==> src/rtl/alu_pkg.sv <==
// Shared types for the bit-serial ALU: op codes, FSM states, and the
// running inter-bit state carried from one slice evaluation to the next.
package alu_pkg;

  typedef enum logic [2:0] {
    OP_ADD  = 3'b000,
    OP_SUB  = 3'b001,
    OP_AND  = 3'b010,
    OP_NAND = 3'b011,
    OP_XOR  = 3'b100,
    OP_EQ   = 3'b101,
    OP_GT   = 3'b110,
    OP_RSVD = 3'b111
  } op_e;

  typedef enum logic [1:0] {
    ST_IDLE = 2'd0,
    ST_RUN  = 2'd1,
    ST_DONE = 2'd2
  } state_e;

  typedef struct packed {
    logic carry;
    logic borrow;
    logic eq;
    logic gt;
  } run_state_t;

  localparam run_state_t RUN_STATE_PRESET = '{carry: 1'b0, borrow: 1'b0, eq: 1'b1, gt: 1'b0};

  // Picks which running-state bit is reported as the flag for a given op.
  function automatic logic sel_flag(input op_e op, input run_state_t st);
    logic f;
    case (op)
      OP_ADD:  f = st.carry;
      OP_SUB:  f = st.borrow;
      OP_EQ:   f = st.eq;
      OP_GT:   f = st.gt;
      default: f = 1'b0;
    endcase
    return f;
  endfunction

endpackage

==> src/rtl/alu_bit_slice.sv <==
// One-bit ALU slice: combines one bit of A and B with the incoming running
// state and produces the result bit plus the running state for the next bit.
module alu_bit_slice
  import alu_pkg::*;
(
  input  logic       a,
  input  logic       b,
  input  op_e        op,
  input  run_state_t st_in,
  output logic       res,
  output run_state_t st_out
);

  // Result bit per op and next running state; all four state bits are
  // tracked every bit so the flag can be selected at the end.
  always_comb begin
    res    = 1'b0;
    st_out = st_in;
    case (op)
      OP_ADD:  res = a ^ b ^ st_in.carry;
      OP_SUB:  res = a ^ b ^ st_in.borrow;
      OP_AND:  res = a & b;
      OP_NAND: res = ~(a & b);
      OP_XOR:  res = a ^ b;
      default: res = 1'b0;
    endcase
    st_out.carry  = (a & b) | (a & st_in.carry) | (b & st_in.carry);
    st_out.borrow = (~a & b) | (~(a ^ b) & st_in.borrow);
    st_out.eq     = st_in.eq & ~(a ^ b);
    // LSB first: a later (more significant) differing bit overrides.
    st_out.gt     = (a ^ b) ? (a & ~b) : st_in.gt;
  end

endmodule

==> src/rtl/alu_serial_ctrl.sv <==
// Bit-serial ALU sequencer: latches operands on start, feeds one bit per
// clock through alu_bit_slice LSB first, and pulses done with the result.
//
//   state   | meaning
//   --------+-----------------------------------------------------------
//   IDLE    | ready; waiting for start, result/flag hold last operation
//   RUN     | one bit per cycle, counter 0..WIDTH-1
//   DONE    | one-cycle done pulse; result and flag valid
module alu_serial_ctrl
  import alu_pkg::*;
#(
  parameter int WIDTH = 8
) (
  input  logic             clk,
  input  logic             rst,
  input  logic             start,
  input  logic [2:0]       op,
  input  logic [WIDTH-1:0] a_in,
  input  logic [WIDTH-1:0] b_in,
  output logic             ready,
  output logic             busy,
  output logic             done,
  output logic [WIDTH-1:0] result,
  output logic             flag
);

  localparam int             CW   = (WIDTH > 1) ? $clog2(WIDTH) : 1;
  localparam logic [CW-1:0]  LAST = CW'(WIDTH - 1);

  state_e           state, state_nxt;
  logic             load, step, last;
  op_e              op_q;
  logic [WIDTH-1:0] a_sh, b_sh, res_q, res_msb;
  logic [CW-1:0]    cnt;
  run_state_t       st_q, st_nxt;
  logic             res_bit, flag_q;

  assign last   = (cnt == LAST);
  assign result = res_q;
  assign flag   = flag_q;

  alu_bit_slice u_slice (
    .a      (a_sh[0]),
    .b      (b_sh[0]),
    .op     (op_q),
    .st_in  (st_q),
    .res    (res_bit),
    .st_out (st_nxt)
  );

  // State register.
  always_ff @(posedge clk or posedge rst) begin
    if (rst) state <= ST_IDLE;
    else     state <= state_nxt;
  end

  // Next-state logic and status outputs.
  always_comb begin
    state_nxt = state;
    load      = 1'b0;
    step      = 1'b0;
    ready     = 1'b0;
    busy      = 1'b0;
    done      = 1'b0;
    case (state)
      ST_IDLE: begin
        ready = 1'b1;
        if (start) begin
          load      = 1'b1;
          state_nxt = ST_RUN;
        end
      end
      ST_RUN: begin
        busy = 1'b1;
        step = 1'b1;
        if (last) state_nxt = ST_DONE;
      end
      ST_DONE: begin
        done      = 1'b1;
        state_nxt = ST_IDLE;
      end
      default: state_nxt = ST_IDLE;
    endcase
  end

  // The new result bit enters at the MSB end as the register shifts right.
  always_comb begin
    res_msb            = '0;
    res_msb[WIDTH-1]   = res_bit;
  end

  // Operand shift registers, result assembly, running state and counter.
  always_ff @(posedge clk or posedge rst) begin
    if (rst) begin
      op_q   <= OP_ADD;
      a_sh   <= '0;
      b_sh   <= '0;
      res_q  <= '0;
      cnt    <= '0;
      st_q   <= RUN_STATE_PRESET;
      flag_q <= 1'b0;
    end else if (load) begin
      op_q <= op_e'(op);
      a_sh <= a_in;
      b_sh <= b_in;
      cnt  <= '0;
      st_q <= RUN_STATE_PRESET;
    end else if (step) begin
      a_sh  <= a_sh >> 1;
      b_sh  <= b_sh >> 1;
      res_q <= (res_q >> 1) | res_msb;
      st_q  <= st_nxt;
      if (last) flag_q <= sel_flag(op_q, st_nxt);
      else      cnt    <= cnt + CW'(1);
    end
  end

endmodule

==> config.mk <==
export PLATFORM = sky130hd
export DESIGN_NAME = alu_serial_ctrl
export DESIGN_NICKNAME = d
export VERILOG_FILES = /design/src/rtl/alu_pkg.sv /design/src/rtl/alu_bit_slice.sv /design/src/rtl/alu_serial_ctrl.sv
export SDC_FILE = /design/constraint.sdc
export NUM_CORES = 1
export LEC_CHECK = 0
export BUFFER_PORTS_ARGS = -buffer_cell sky130_fd_sc_hd__buf_2
export CAP_MARGIN = 20
export CORE_ASPECT_RATIO = 1.1
export CORE_UTILIZATION = 53
export DETAILED_ROUTE_END_ITERATION = 10
export GPL_TIMING_DRIVEN = 1
export HOLD_SLACK_MARGIN = 0.15
export PLACE_DENSITY = 0.74
export SLEW_MARGIN = 20
export SYNTH_ARGS = -nofsm -noshare
export SYNTH_HDL_FRONTEND = slang
export SYNTH_SLANG_ARGS = --single-unit
==> constraint.sdc <==
create_clock -name clk -period 1.98 [get_ports clk]
set_input_delay 0.198 -clock clk [delete_from_list [all_inputs] [get_ports clk]]
set_output_delay 0.198 -clock clk [all_outputs]
set_load 0.1 [all_outputs]
Yosys cells after proc, flatten, opt, wreduce, memory -nomap -nowiden
Index checks and enable logic that the tools add are counted.
{ "totals": {"inputBits": 22, "ff_bits": 37, "mem_count": 0, "ramBits": 0, "rom_bits": 0, "wordCells": 70, "latchBits": 0} }
{ "op_classes": {"bitwise": 19, "shifts": 0, "mux": 20, "order_cmp": 0, "n_reduce_logical": 7, "div": 0, "n_eq_ne": 12, "addsub": 1, "mul": 0} }
{ "ops": {"columns": ["op", "count"], "rows": [
  ["$mux W8", 4],
  ["$eq A3 B3 Y1 const B", 4],
  ["$mux W3", 3],
  ["$mux W4", 2],
  ["$or A7 B8 Y8", 1],
  ["$and A1 B1 Y1", 7],
  ["$eq A3 B2 Y1 const B", 2],
  ["$mux W1", 6],
  ["$ne A2 B2 Y1 const B", 3],
  ["$reduce_and A2 Y1", 3],
  ["$not A1 Y1", 5],
  ["$pmux W1 S5", 1],
  ["$mux W2", 2],
  ["$pmux W1 S4", 1],
  ["$pmux W2 S2", 1],
  ["$add A3 B1 Y3 const B", 1],
  ["$eq A3 B1 Y1 const B", 1],
  ["$logic_not A3 Y1", 1],
  ["$or A1 B1 Y1", 3],
  ["$reduce_and A3 Y1", 1],
  ["$xor A1 B1 Y1", 3],
  ["$eq A2 B1 Y1 const B", 1],
  ["$eq A2 B2 Y1 const B", 1],
  ["$logic_not A2 Y1", 1],
  ["$reduce_bool A2 Y1", 1]
]} }

Logic depth before layout (Yosys ltp)
Gate-level depths: netlist of the first run.
{ "depth": {"word_depth": 6, "ltp_mapped": 7, "depth_no_buf": 6} }

By module
From an unflattened synthesis of the first run, not the netlist that was laid out.
{ "hier_totals": {"hier_cells": 178, "hier_area_um2": 1726.7} }
{ "by_module_without_submodules": {"columns": ["mod", "seq_area_each_um2", "area_each_um2", "n_inst", "cells_per_inst"], "rows": [
  ["alu_serial_ctrl", 927.1, 1586.5, 1, 160],
  ["alu_bit_slice", 0.0, 140.1, 1, 18]
]} }

Least setup slack after synthesis of the first run
Ideal clock, no wire load.
{ "synth_timing": {"kind": "reg2reg", "start": "register state[0]", "end": "register st_q[3] (netlist bit)", "required_time_ns": 1.860, "synth_period_minus_slack_ns": 2.482, "path_buffers": 0, "slack_ns": -0.502, "path_stages_with_launch": 4, "setup_time_ns": 0.120, "arrival_time_ns": 2.362, "path_cell_list": "dfrtp_1 -> nor2_1 -> nand2_1 -> a31o_2"} }
{ "synth_between": {"elab_chain_cells": 3, "elab_cells_between_ends": 6, "classes_between": "1 x eq/ne; 3 x mux; 2 x reduce/logical"} }
{ "synth_lines": {"columns": ["item", "line_no", "text"], "rows": [
  ["from (decl)", "alu_serial_ctrl.sv:30", "state_e state, state_nxt;"],
  ["from (signal assigned)", "alu_serial_ctrl.sv:54", "else state <= state_nxt;"],
  ["$eq A2 B1 Y1 / $logic_not A2 Y1 (equally long branches)", "alu_serial_ctrl.sv:65", "case (state)"],
  ["$mux W1", "alu_serial_ctrl.sv:65", null],
  ["$reduce_bool A2 Y1 (no line) / $mux W4 (equally long branches)", null, null],
  ["to (signal assigned)", "alu_serial_ctrl.sv:112", "st_q <= st_nxt;"],
  ["to (decl)", "alu_serial_ctrl.sv:35", "run_state_t st_q, st_nxt;"]
]} }
Parallel ways exist; a longest one is shown, timed or not.
A chain may end at the register's enable or synchronous reset.

Worst setup path in the final report of the first run
{ "layout_timing": {"start": "register state[1]", "end": "output busy"} }
{ "layout_between": {"elab_chain_cells": 2} }
{ "layout_lines": {"columns": ["item", "line_no", "text"], "rows": [
  ["$eq A2 B1 Y1", "alu_serial_ctrl.sv:65", null],
  ["$mux W1", "alu_serial_ctrl.sv:65", null],
  ["to (decl)", "alu_serial_ctrl.sv:21", "output logic busy,"]
]} }
No other way between the ends.

==> impl_results.html, run 1 <==
<table>
<tr><th>Metric</th><th>Value</th></tr>
<tr><th colspan="2">Run status</th></tr>
<tr><td>Status</td><td>finished clean</td></tr>
<tr><th colspan="2">Setup path</th></tr>
<tr><td>Required time of the critical path</td><td>1.78 ns</td></tr>
<tr><td>Type of element capturing the critical path</td><td>primary output</td></tr>
<tr><td>RR Startpoint</td><td>b_sh[0]</td></tr>
<tr><td>Critical path fanouts, max</td><td>18</td></tr>
<tr><td>Path type of the worst setup path</td><td>reg -&gt; out</td></tr>
<tr><td>Worst Path Arrival</td><td>1.66 ns</td></tr>
<tr><td>Sort of element at the start of the critical path</td><td>register</td></tr>
<tr><td>Critical register-to-register path endpoint</td><td>flag</td></tr>
<tr><td>Register-to-Register Path Depth</td><td>6</td></tr>
<tr><td>Internal reg-to-reg setup slack</td><td>0.16 ns</td></tr>
<tr><th colspan="2">GRT</th></tr>
<tr><td>Number of antenna violations at the first check in global routing</td><td>0</td></tr>
<tr><td>Wire length of the first global-routing pass</td><td>6020 µm</td></tr>
<tr><td>Global-route congestion overflow total</td><td>0</td></tr>
<tr><td>Largest net degree at the start of global routing</td><td>38</td></tr>
<tr><td>Vias in the first global route</td><td>1347</td></tr>
<tr><td>Total global routing track utilization</td><td>23.3%</td></tr>
<tr><th colspan="2">Power</th></tr>
<tr><td>Pwr Density</td><td>1880 nW/µm²</td></tr>
<tr><td>Leakage dissipation</td><td>1.13 nW</td></tr>
<tr><td>Total power consumption of the routed design</td><td>4.10 mW</td></tr>
<tr><td>IR drop worst, VDD</td><td>1490 µV</td></tr>
<tr><th colspan="2">Synth</th></tr>
<tr><td>Cell type with the highest aggregate area in the netlist</td><td>sky130_fd_sc_hd__dfrtp_1</td></tr>
<tr><td>Post-synthesis sequential element count</td><td>37</td></tr>
<tr><td>Warnings, synthesis</td><td>0</td></tr>
<tr><td>Synth Instances</td><td>176</td></tr>
<tr><td>Sequential element share of the synthesized area</td><td>54.7%</td></tr>
<tr><td>Top FF cell, synth</td><td>sky130_fd_sc_hd__dfrtp_1</td></tr>
<tr><td>Distinct cell type count after synthesis</td><td>33</td></tr>
<tr><td>Most common cell in the synthesized netlist</td><td>sky130_fd_sc_hd__nand2_1</td></tr>
<tr><td>Top-area cell type share of the netlist area</td><td>53.2%</td></tr>
<tr><td>Share of flip-flops with an asynchronous set or reset</td><td>100%</td></tr>
<tr><td>Synth area leaders</td><td>sky130_fd_sc_hd__dfrtp_1 53%, sky130_fd_sc_hd__nand2_1 14%, sky130_fd_sc_hd__a22oi_1 5.3%, sky130_fd_sc_hd__ha_1 3.7%, sky130_fd_sc_hd__a22o_1 2.1%</td></tr>
<tr><td>Syn Nets</td><td>203</td></tr>
<tr><td>List of most frequent post-synthesis cells</td><td>64 x sky130_fd_sc_hd__nand2_1, 36 x sky130_fd_sc_hd__dfrtp_1, 12 x sky130_fd_sc_hd__a22oi_1</td></tr>
<tr><td>Mean post-synth cell area</td><td>9.63 µm²</td></tr>
<tr><td>Number of enable-type register cells in the synthesized netlist</td><td>0</td></tr>
<tr><td>Netlist area before placement</td><td>1690 µm²</td></tr>
<tr><th colspan="2">Drt</th></tr>
<tr><td>Routed length per instance</td><td>13.8 µm</td></tr>
<tr><td>Vias per Instance</td><td>5.31</td></tr>
<tr><td>DR vias</td><td>1424</td></tr>
<tr><td>Post-DRT Antenna Nets</td><td>0</td></tr>
<tr><td>Total wire length</td><td>3690 µm</td></tr>
<tr><td>DRC errors left</td><td>0</td></tr>
<tr><td>Number of DRC violations after detailed-routing iteration 0</td><td>51</td></tr>
<tr><td>Number of detailed-routing iterations run before antenna repair</td><td>6</td></tr>
<tr><th colspan="2">CTS</th></tr>
<tr><td>Clk slew on worst S/H paths</td><td>0.11 ns</td></tr>
<tr><td>Clk Tree Root Cell</td><td>sky130_fd_sc_hd__clkbuf_4</td></tr>
<tr><td>Clock Sinks</td><td>37</td></tr>
<tr><td>TritonCTS clock tree</td><td>yes</td></tr>
<tr><td>Number of buffers created by CTS</td><td>5</td></tr>
<tr><td>Postcts setup bufs</td><td>0</td></tr>
<tr><td>Number of H-tree levels</td><td>2</td></tr>
<tr><td>Worst-case clock buffer depth</td><td>2</td></tr>
<tr><td>Clock latency reported for the late side of the worst-skew pair</td><td>0.34 ns</td></tr>
<tr><th colspan="2">Floorplan</th></tr>
<tr><td>Rows</td><td>21</td></tr>
<tr><td>Chip height</td><td>61.3 µm</td></tr>
<tr><td>Starting Density</td><td>55.6%</td></tr>
<tr><td>Core Area</td><td>3050 µm²</td></tr>
<tr><td>Die Width</td><td>55.9 µm</td></tr>
<tr><td>Ports</td><td>34</td></tr>
<tr><td>Area of the die</td><td>3430 µm²</td></tr>
<tr><th colspan="2">Timing</th></tr>
<tr><td>Pin slew with the least headroom to its limit</td><td>0.531 ns</td></tr>
<tr><td>Post-route clock period utilization</td><td>94.0%</td></tr>
<tr><td>Final worst path period need</td><td>1.86 ns</td></tr>
<tr><td>Worst relative slew slack</td><td>64.6%</td></tr>
<tr><td>Highest clock frequency the design can meet</td><td>0.538 GHz</td></tr>
<tr><td>Final hold violations</td><td>0</td></tr>
<tr><td>Final number of max-transition violations</td><td>0</td></tr>
<tr><td>Setup slack of the critical path after layout</td><td>0.120 ns</td></tr>
<tr><td>Worst-case hold slack</td><td>0.193 ns</td></tr>
<tr><td>Setup repair after global routing missed its margin</td><td>false</td></tr>
<tr><td>Largest clock skew in the final design</td><td>0.0145 ns</td></tr>
<tr><td>Count of endpoints failing setup in the final report</td><td>0</td></tr>
<tr><th colspan="2">Final layout</th></tr>
<tr><td>Final Net Count</td><td>260</td></tr>
<tr><td>Final cell area excluding filler cells</td><td>2190 µm²</td></tr>
<tr><td>Share of post-route cells with drive strength above 1</td><td>22.6%</td></tr>
<tr><td>Antenna diodes</td><td>0</td></tr>
<tr><td>Count of fill cells added during filler insertion</td><td>221</td></tr>
<tr><td>Relative area change from synthesis to final layout</td><td>29.0%</td></tr>
<tr><th colspan="2">Placed design</th></tr>
<tr><td>Worst setup timing slack at the placement stage</td><td>0.246 ns</td></tr>
<tr><td>RePlAce Congestion</td><td>0.898</td></tr>
<tr><td>Total half-perimeter wirelength after legalization and detailed placement</td><td>2430 µm</td></tr>
<tr><td>Count of input and output buffers</td><td>33</td></tr>
<tr><td>Total cell area at the placement stage</td><td>1900 µm²</td></tr>
<tr><th colspan="2">Job</th></tr>
<tr><td>Max Cap Viol</td><td>0</td></tr>
<tr><th colspan="2">Worst hold path</th></tr>
<tr><td>Beginning of the worst hold path</td><td>start</td></tr>
<tr><td>Cells on Worst Hold Path</td><td>3</td></tr>
<tr><td>Endpoint of the worst hold path</td><td>st_q[1]</td></tr>
<tr><td>Type of the tightest min-delay check</td><td>in -&gt; reg</td></tr>
</table>
## report_power, final
part           internal [mW]  switching [mW]
registers               1.10           0.264
logic                  0.675            1.55
clock network          0.269           0.249
total                   2.05            2.06
## stage by stage
| stage | std cells | utilization (%) | TNS [ns] |
|---|---|---|---|
| floorplan | 176 | - | -0.000860 |
| global placement | 240 | 62.4 | 0 |
| detailed placement | 240 | 62.4 | 0 |
| CTS | 268 | 71.6 | 0 |
| global route | 268 | 71.7 | 0 |
| finish | 268 | 71.7 | 0 |
## how the worst max path moves through the flow
stage / from / end / slack (ns) / cells past startpoint
6_report: state[1] / busy / 0.12 / 4
4_1_cts: state[1] / busy / 0.05 / 4
2_1_floorplan: state[0] / done / -0.0009 / 1
5_1_grt: state[1] / busy / 0.01 / 4
3_5_place_dp: b_sh[0] / flag / 0.25 / 6
3_3_place_gp: b_sh[0] / flag / 0.36 / 6
## registers in the layout, summed over array words and instances, names as in the netlist
name and flops:
st_q 4, op_q 3, a_sh 8, b_sh 8
result 8, cnt 3, flag 1, state 2
## cell families after synthesis
family          synth area share [%]
xor+xnor                       0.517
compound gates                  14.8
flops                           54.7
simple gates                    20.0
mux                             1.26
buf+inv                         5.02
fa+ha+maj                       3.69
## per-layer routing
layer	up-vias	GRT usage (%)	routed length (µm)
li1	707	-	-
met1	671	27.1	1580
met2	37	43.5	1930
met3	9	5.88	112
met4	0	6.97	61
met5	-	0	0
## repair_timing
item	in CTS	in global routing
hold buffers	20	0
setup endpoints to repair	0	1
hold endpoints to repair	55	0
gates resized for setup	0	1
## placed cells by master, fill, tap and decap left out, types with 2 or more instances in the layout
master                          count
sky130_fd_sc_hd__ha_1               5
sky130_fd_sc_hd__a21oi_1            2
sky130_fd_sc_hd__nor2_1             4
sky130_fd_sc_hd__clkbuf_4           5
sky130_fd_sc_hd__o21ai_0            5
sky130_fd_sc_hd__a22oi_1           12
sky130_fd_sc_hd__buf_4              4
sky130_fd_sc_hd__nand2b_1           2
sky130_fd_sc_hd__dlygate4sd3_1     20
sky130_fd_sc_hd__a221o_1            2
sky130_fd_sc_hd__o22ai_1            3
sky130_fd_sc_hd__nor3_1             4
sky130_fd_sc_hd__nand2_1           64
sky130_fd_sc_hd__a22o_1             4
sky130_fd_sc_hd__dfrtp_1           36
sky130_fd_sc_hd__nor2_2             2
sky130_fd_sc_hd__inv_1              7
sky130_fd_sc_hd__buf_2             32
## worst max-delay path, cell delays in order (launching register included)
cell and delay, ns:
sky130_fd_sc_hd__dfrtp_1 0.45, sky130_fd_sc_hd__nand2b_2 0.24, sky130_fd_sc_hd__inv_2 0.21, sky130_fd_sc_hd__buf_6 0.23, sky130_fd_sc_hd__buf_12 0.19
## area by class of cell
type / count / area, µm² / area share [%]
clock inverter: 2 / 38.8 / 1.77
inverter: 8 / 30.0 / 1.37
sequential: 37 / 927 / 42.4
tap: 34 / 42.5 / 1.95
timing repair buffer: 58 / 422 / 19.3
clock buffer: 6 / 41.3 / 1.89
multi-input combinational: 123 / 684 / 31.3
Power figures use the tool's default switching activity.
==> run 2: changes to the inputs <==
Settings changed: ABC_AREA from default to 1, BUFFER_PORTS_ARGS -buffer_cell sky130_fd_sc_hd__buf_2 to -buffer_cell sky130_fd_sc_hd__clkbuf_2, CORE_UTILIZATION 53 to 55, PLACE_DENSITY 0.74 to 0.76.
==> run 2 against run 1 <==
Net effect: the flow now finishes with violations (DRC); non-clock buffer count fell by 3; cell count is 6.0% higher; sequential power fell by 7%; worst setup slack better by 0.16 ns; critical path depth unchanged; die area rose by 5.4%; power fell by 6.7%; via count rose by 7.2%; sequential share of layout area shrank 1.3 points.
==> impl_results.html, run 2 <==
<table>
<tr><th>Metric</th><th>Value</th></tr>
<tr><th colspan="2">Power</th></tr>
<tr><td>Total power consumption of the routed design</td><td>3.83 mW (-6.7%)</td></tr>
<tr><td>IR drop worst, VDD</td><td>720 µV (-52%)</td></tr>
<tr><td>P_sw</td><td>2.00 mW (-2.9%)</td></tr>
<tr><td>Portion of total power attributed to combinational logic</td><td>56.8% (+2.7 points)</td></tr>
<tr><td>Switching share of total power</td><td>52.2% (+2.0 points)</td></tr>
<tr><td>Leakage dissipation</td><td>1.15 nW (+1.8%)</td></tr>
<tr><td>Internal portion of total power</td><td>1.83 mW (-10%)</td></tr>
<tr><td>Portion of total power attributed to the clock network</td><td>9.7% (-2.9 points)</td></tr>
<tr><td>Pwr Density</td><td>1700 nW/µm² (-9.5%)</td></tr>
<tr><td>Reg power frac</td><td>33.4% (about the same)</td></tr>
<tr><th colspan="2">Synth</th></tr>
<tr><td>Post-synthesis sequential element count</td><td>37 (unchanged)</td></tr>
<tr><td>Sequential element share of the synthesized area</td><td>50.0% (-4.8 points)</td></tr>
<tr><td>Mean post-synth cell area</td><td>9.61 µm² (-0.12%)</td></tr>
<tr><td>Number of enable-type register cells in the synthesized netlist</td><td>0 (unchanged)</td></tr>
<tr><td>Synth Instances</td><td>193 (+9.7%)</td></tr>
<tr><td>List of most frequent post-synthesis cells</td><td>59 x sky130_fd_sc_hd__nand2_1, 36 x sky130_fd_sc_hd__dfrtp_1, 28 x sky130_fd_sc_hd__inv_1</td></tr>
<tr><td>Warnings, synthesis</td><td>0 (unchanged)</td></tr>
<tr><td>Distinct cell type count after synthesis</td><td>28 (-15%)</td></tr>
<tr><td>Top FF cell, synth</td><td>sky130_fd_sc_hd__dfrtp_1</td></tr>
<tr><td>Netlist area before placement</td><td>1860 µm² (+9.5%)</td></tr>
<tr><td>Synth area leaders</td><td>sky130_fd_sc_hd__dfrtp_1 49%, sky130_fd_sc_hd__nand2_1 12%, sky130_fd_sc_hd__inv_1 5.7%, sky130_fd_sc_hd__o221ai_2 4.9%, sky130_fd_sc_hd__o221ai_1 3.8%</td></tr>
<tr><td>Share of flip-flops with an asynchronous set or reset</td><td>100% (unchanged)</td></tr>
<tr><td>Syn Nets</td><td>220 (+8.4%)</td></tr>
<tr><td>Most common cell in the synthesized netlist</td><td>sky130_fd_sc_hd__nand2_1</td></tr>
<tr><td>Cell type with the highest aggregate area in the netlist</td><td>sky130_fd_sc_hd__dfrtp_1</td></tr>
<tr><td>Top-area cell type share of the netlist area</td><td>48.6% (-4.6 points)</td></tr>
<tr><th colspan="2">Placed design</th></tr>
<tr><td>RePlAce Congestion</td><td>0.957 (+6.6%)</td></tr>
<tr><td>Total half-perimeter wirelength after legalization and detailed placement</td><td>2400 µm (-1.3%)</td></tr>
<tr><td>Count of input and output buffers</td><td>33 (unchanged)</td></tr>
<tr><th colspan="2">Floorplan</th></tr>
<tr><td>Core Area</td><td>3130 µm² (+2.6%)</td></tr>
<tr><td>Rows</td><td>21 (unchanged)</td></tr>
<tr><td>Starting Density</td><td>59.3% (+3.8 points)</td></tr>
<tr><td>Ports</td><td>34 (unchanged)</td></tr>
<tr><td>Area of the die</td><td>3610 µm² (+5.4%)</td></tr>
<tr><td>Die Width</td><td>57.4 µm (+2.6%)</td></tr>
<tr><td>Chip height</td><td>62.9 µm (+2.7%)</td></tr>
<tr><th colspan="2">Job</th></tr>
<tr><td>Max Cap Viol</td><td>0 (unchanged)</td></tr>
<tr><th colspan="2">Setup path</th></tr>
<tr><td>Worst Path Arrival</td><td>1.51 ns (-0.15 ns)</td></tr>
<tr><td>Path type of the worst setup path</td><td>reg -&gt; out</td></tr>
<tr><td>Critical register-to-register path endpoint</td><td>flag</td></tr>
<tr><td>Critical path fanouts, max</td><td>15 (-3)</td></tr>
<tr><td>Internal reg-to-reg setup slack</td><td>0.51 ns (+0.35 ns)</td></tr>
<tr><td>Type of element capturing the critical path</td><td>primary output</td></tr>
<tr><td>Register-to-Register Path Depth</td><td>8 (+2)</td></tr>
<tr><td>RR Startpoint</td><td>b_sh[0]</td></tr>
<tr><td>Launch point of the worst path</td><td>state[1]</td></tr>
<tr><td>CP endpoint</td><td>busy</td></tr>
<tr><td>Sort of element at the start of the critical path</td><td>register</td></tr>
<tr><td>Required time of the critical path</td><td>1.78 ns (about the same)</td></tr>
<tr><th colspan="2">Drt</th></tr>
<tr><td>Post-DRT Antenna Nets</td><td>0 (unchanged)</td></tr>
<tr><td>Number of DRC violations after detailed-routing iteration 0</td><td>85 (+67%)</td></tr>
<tr><td>Total wire length</td><td>3670 µm (-0.70%)</td></tr>
<tr><td>Vias per Instance</td><td>5.38 (+1.2%)</td></tr>
<tr><td>DR vias</td><td>1527 (+7.2%)</td></tr>
<tr><td>Routed length per instance</td><td>12.9 µm (-6.3%)</td></tr>
<tr><td>DRC errors left</td><td>3 (+3)</td></tr>
<tr><td>Number of detailed-routing iterations run before antenna repair</td><td>7 (+1)</td></tr>
<tr><th colspan="2">Timing</th></tr>
<tr><td>Count of endpoints failing setup in the final report</td><td>0 (unchanged)</td></tr>
<tr><td>Highest clock frequency the design can meet</td><td>0.586 GHz (+9.1%)</td></tr>
<tr><td>Post-route clock period utilization</td><td>86.1% (-7.8 points)</td></tr>
<tr><td>Pin slew with the least headroom to its limit</td><td>0.541 ns (+0.0107 ns)</td></tr>
<tr><td>Final number of max-transition violations</td><td>0 (unchanged)</td></tr>
<tr><td>Post-route setup TNS</td><td>0 ns (unchanged)</td></tr>
<tr><td>Setup repair after global routing missed its margin</td><td>false</td></tr>
<tr><td>Worst relative slew slack</td><td>64.1% (-0.52 points)</td></tr>
<tr><td>Worst-case hold slack</td><td>0.196 ns (+0.00233 ns)</td></tr>
<tr><td>Largest clock skew in the final design</td><td>0.00901 ns (-0.00552 ns)</td></tr>
<tr><td>Final worst path period need</td><td>1.71 ns (-0.155 ns)</td></tr>
<tr><td>Final hold violations</td><td>0 (unchanged)</td></tr>
<tr><th colspan="2">CTS</th></tr>
<tr><td>Clock Sinks</td><td>37 (unchanged)</td></tr>
<tr><td>Worst-case clock buffer depth</td><td>2 (unchanged)</td></tr>
<tr><td>Clock latency reported for the late side of the worst-skew pair</td><td>0.34 ns (about the same)</td></tr>
<tr><td>Clk slew on worst S/H paths</td><td>0.10 ns (about the same)</td></tr>
<tr><td>Clk Tree Root Cell</td><td>sky130_fd_sc_hd__clkbuf_4</td></tr>
<tr><td>Number of H-tree levels</td><td>2 (unchanged)</td></tr>
<tr><td>TritonCTS clock tree</td><td>yes</td></tr>
<tr><td>Number of buffers created by CTS</td><td>5 (unchanged)</td></tr>
<tr><th colspan="2">GRT</th></tr>
<tr><td>Total global routing track utilization</td><td>23.5% (+0.23 points)</td></tr>
<tr><td>Largest net degree at the start of global routing</td><td>38 (unchanged)</td></tr>
<tr><td>Global-route congestion overflow total</td><td>0 (unchanged)</td></tr>
<tr><td>Vias in the first global route</td><td>1532 (+14%)</td></tr>
<tr><td>Wire length of the first global-routing pass</td><td>6480 µm (+7.7%)</td></tr>
<tr><td>Number of antenna violations at the first check in global routing</td><td>0 (unchanged)</td></tr>
<tr><th colspan="2">Run status</th></tr>
<tr><td>Status</td><td>complete, but fails checks</td></tr>
<tr><td>Failing checks</td><td>DRC</td></tr>
<tr><th colspan="2">Final layout</th></tr>
<tr><td>Most used cells in the layout excluding fill and tap cells</td><td>59 x sky130_fd_sc_hd__nand2_1, 36 x sky130_fd_sc_hd__dfrtp_1, 32 x sky130_fd_sc_hd__clkbuf_2</td></tr>
<tr><td>Final Net Count</td><td>276 (+6.2%)</td></tr>
<tr><td>Commonest non-fill, non-tap cell in the layout</td><td>sky130_fd_sc_hd__nand2_1</td></tr>
<tr><td>Relative area change from synthesis to final layout</td><td>21.4%</td></tr>
<tr><td>Antenna diodes</td><td>0 (unchanged)</td></tr>
<tr><td>Share of post-route cells with drive strength above 1</td><td>24.8% (+2.2 points)</td></tr>
<tr><th colspan="2">Worst hold path</th></tr>
<tr><td>Type of the tightest min-delay check</td><td>in -&gt; reg</td></tr>
</table>
==> run 2: cell count changes after synthesis, moves of 3 or more <==
cell	previous run	this run
sky130_fd_sc_hd__a22oi_1	12	0
sky130_fd_sc_hd__nand4_1	0	3
sky130_fd_sc_hd__a22o_1	4	0
sky130_fd_sc_hd__inv_1	7	28
sky130_fd_sc_hd__buf_2	5	0
sky130_fd_sc_hd__o221ai_1	0	8
sky130_fd_sc_hd__nor3_1	4	1
sky130_fd_sc_hd__nand2_1	64	59
sky130_fd_sc_hd__o21ai_2	0	6
sky130_fd_sc_hd__o221ai_2	0	6
sky130_fd_sc_hd__nand3_1	0	11
sky130_fd_sc_hd__o22ai_1	3	0
==> run 2: repair_timing <==
item                       in CTS  in global routing
hold buffers                   20                  0
setup endpoints to repair       0                  0
resized for setup               0                  0
hold endpoints to repair       55                  0
setup buffers                   0                  0
==> run 2: critical path, cell delays in order (launching register included) <==
cell and delay, ns:
sky130_fd_sc_hd__dfrtp_1 0.42, sky130_fd_sc_hd__inv_1 0.12, sky130_fd_sc_hd__nand2_4 0.14, sky130_fd_sc_hd__inv_4 0.17
sky130_fd_sc_hd__buf_4 0.32
==> run 2: final cells by class <==
type / instances / area, µm²
clock buffers: 8 / 48.8
multi-input cells: 120 / 734
repair buffers: 55 / 383
inverters: 30 / 118
well taps: 34 / 42.5
flip-flops and latches: 37 / 927
fillers: 240 / 873
==> run 2: worst min path at each step <==
| stage | slack (ns) | start | cells after the start | end |
|---|---|---|---|---|
| floorplan | 0.32 | a_in[7] | 2 | a_sh[7] |
| global placement | 0.30 | rst | 3 | a_sh[7] |
| detailed placement | 0.31 | rst | 3 | a_sh[7] |
| CTS | 0.19 | start | 3 | st_q[1] |
| global route | 0.18 | start | 3 | st_q[1] |
| finish | 0.20 | start | 3 | st_q[1] |
==> run 2: kinds of logic (layout without fill, tap and decap cells) <==
group	Yosys count	after routing	synth area share [%]
adders and majority gates	5	5	3.37
DFF	37	37	50.0
AOI/OAI and AO/OA	27	27	13.6
muxes	1	1	0.539
xor gates and xnor gates	1	1	0.472
buffers and inverters	36	93	10.5
and+or+nand+nor	86	86	21.6
==> run 2: stage by stage <==
stage / instances / cell area, µm² / setup slack [ns] / utilization, %
2_1_floorplan: 193 / 1860 / 0.0668 / -
3_3_place_gp: 256 / 2000 / 0.628 / 64.1
3_5_place_dp: 256 / 2000 / 0.559 / 64.1
4_1_cts: 284 / 2250 / 0.253 / 72.1
5_1_grt: 284 / 2250 / 0.191 / 72.1
6_report: 284 / 2250 / 0.275 / 72.1
==> run 2: power groups by stage <==
stage	registers (mW)	logic (mW)	clock network [mW]
4_1_cts	1.28	2.18	0.383
5_1_grt	1.31	2.39	0.426
3_5_place_dp	1.29	2.14	0
6_report	1.28	2.18	0.372
3_3_place_gp	1.28	2.07	0
2_1_floorplan	1.70	1.46	0
==> run 2: metal layers <==
metal  up-vias  GRT usage (%)  wire length [µm]
met5         -              0                 0
met4         0           11.0                88
met3         8           5.59               186
met2        58           41.7              1990
met1       721           25.8              1400
li1        740              -                 -
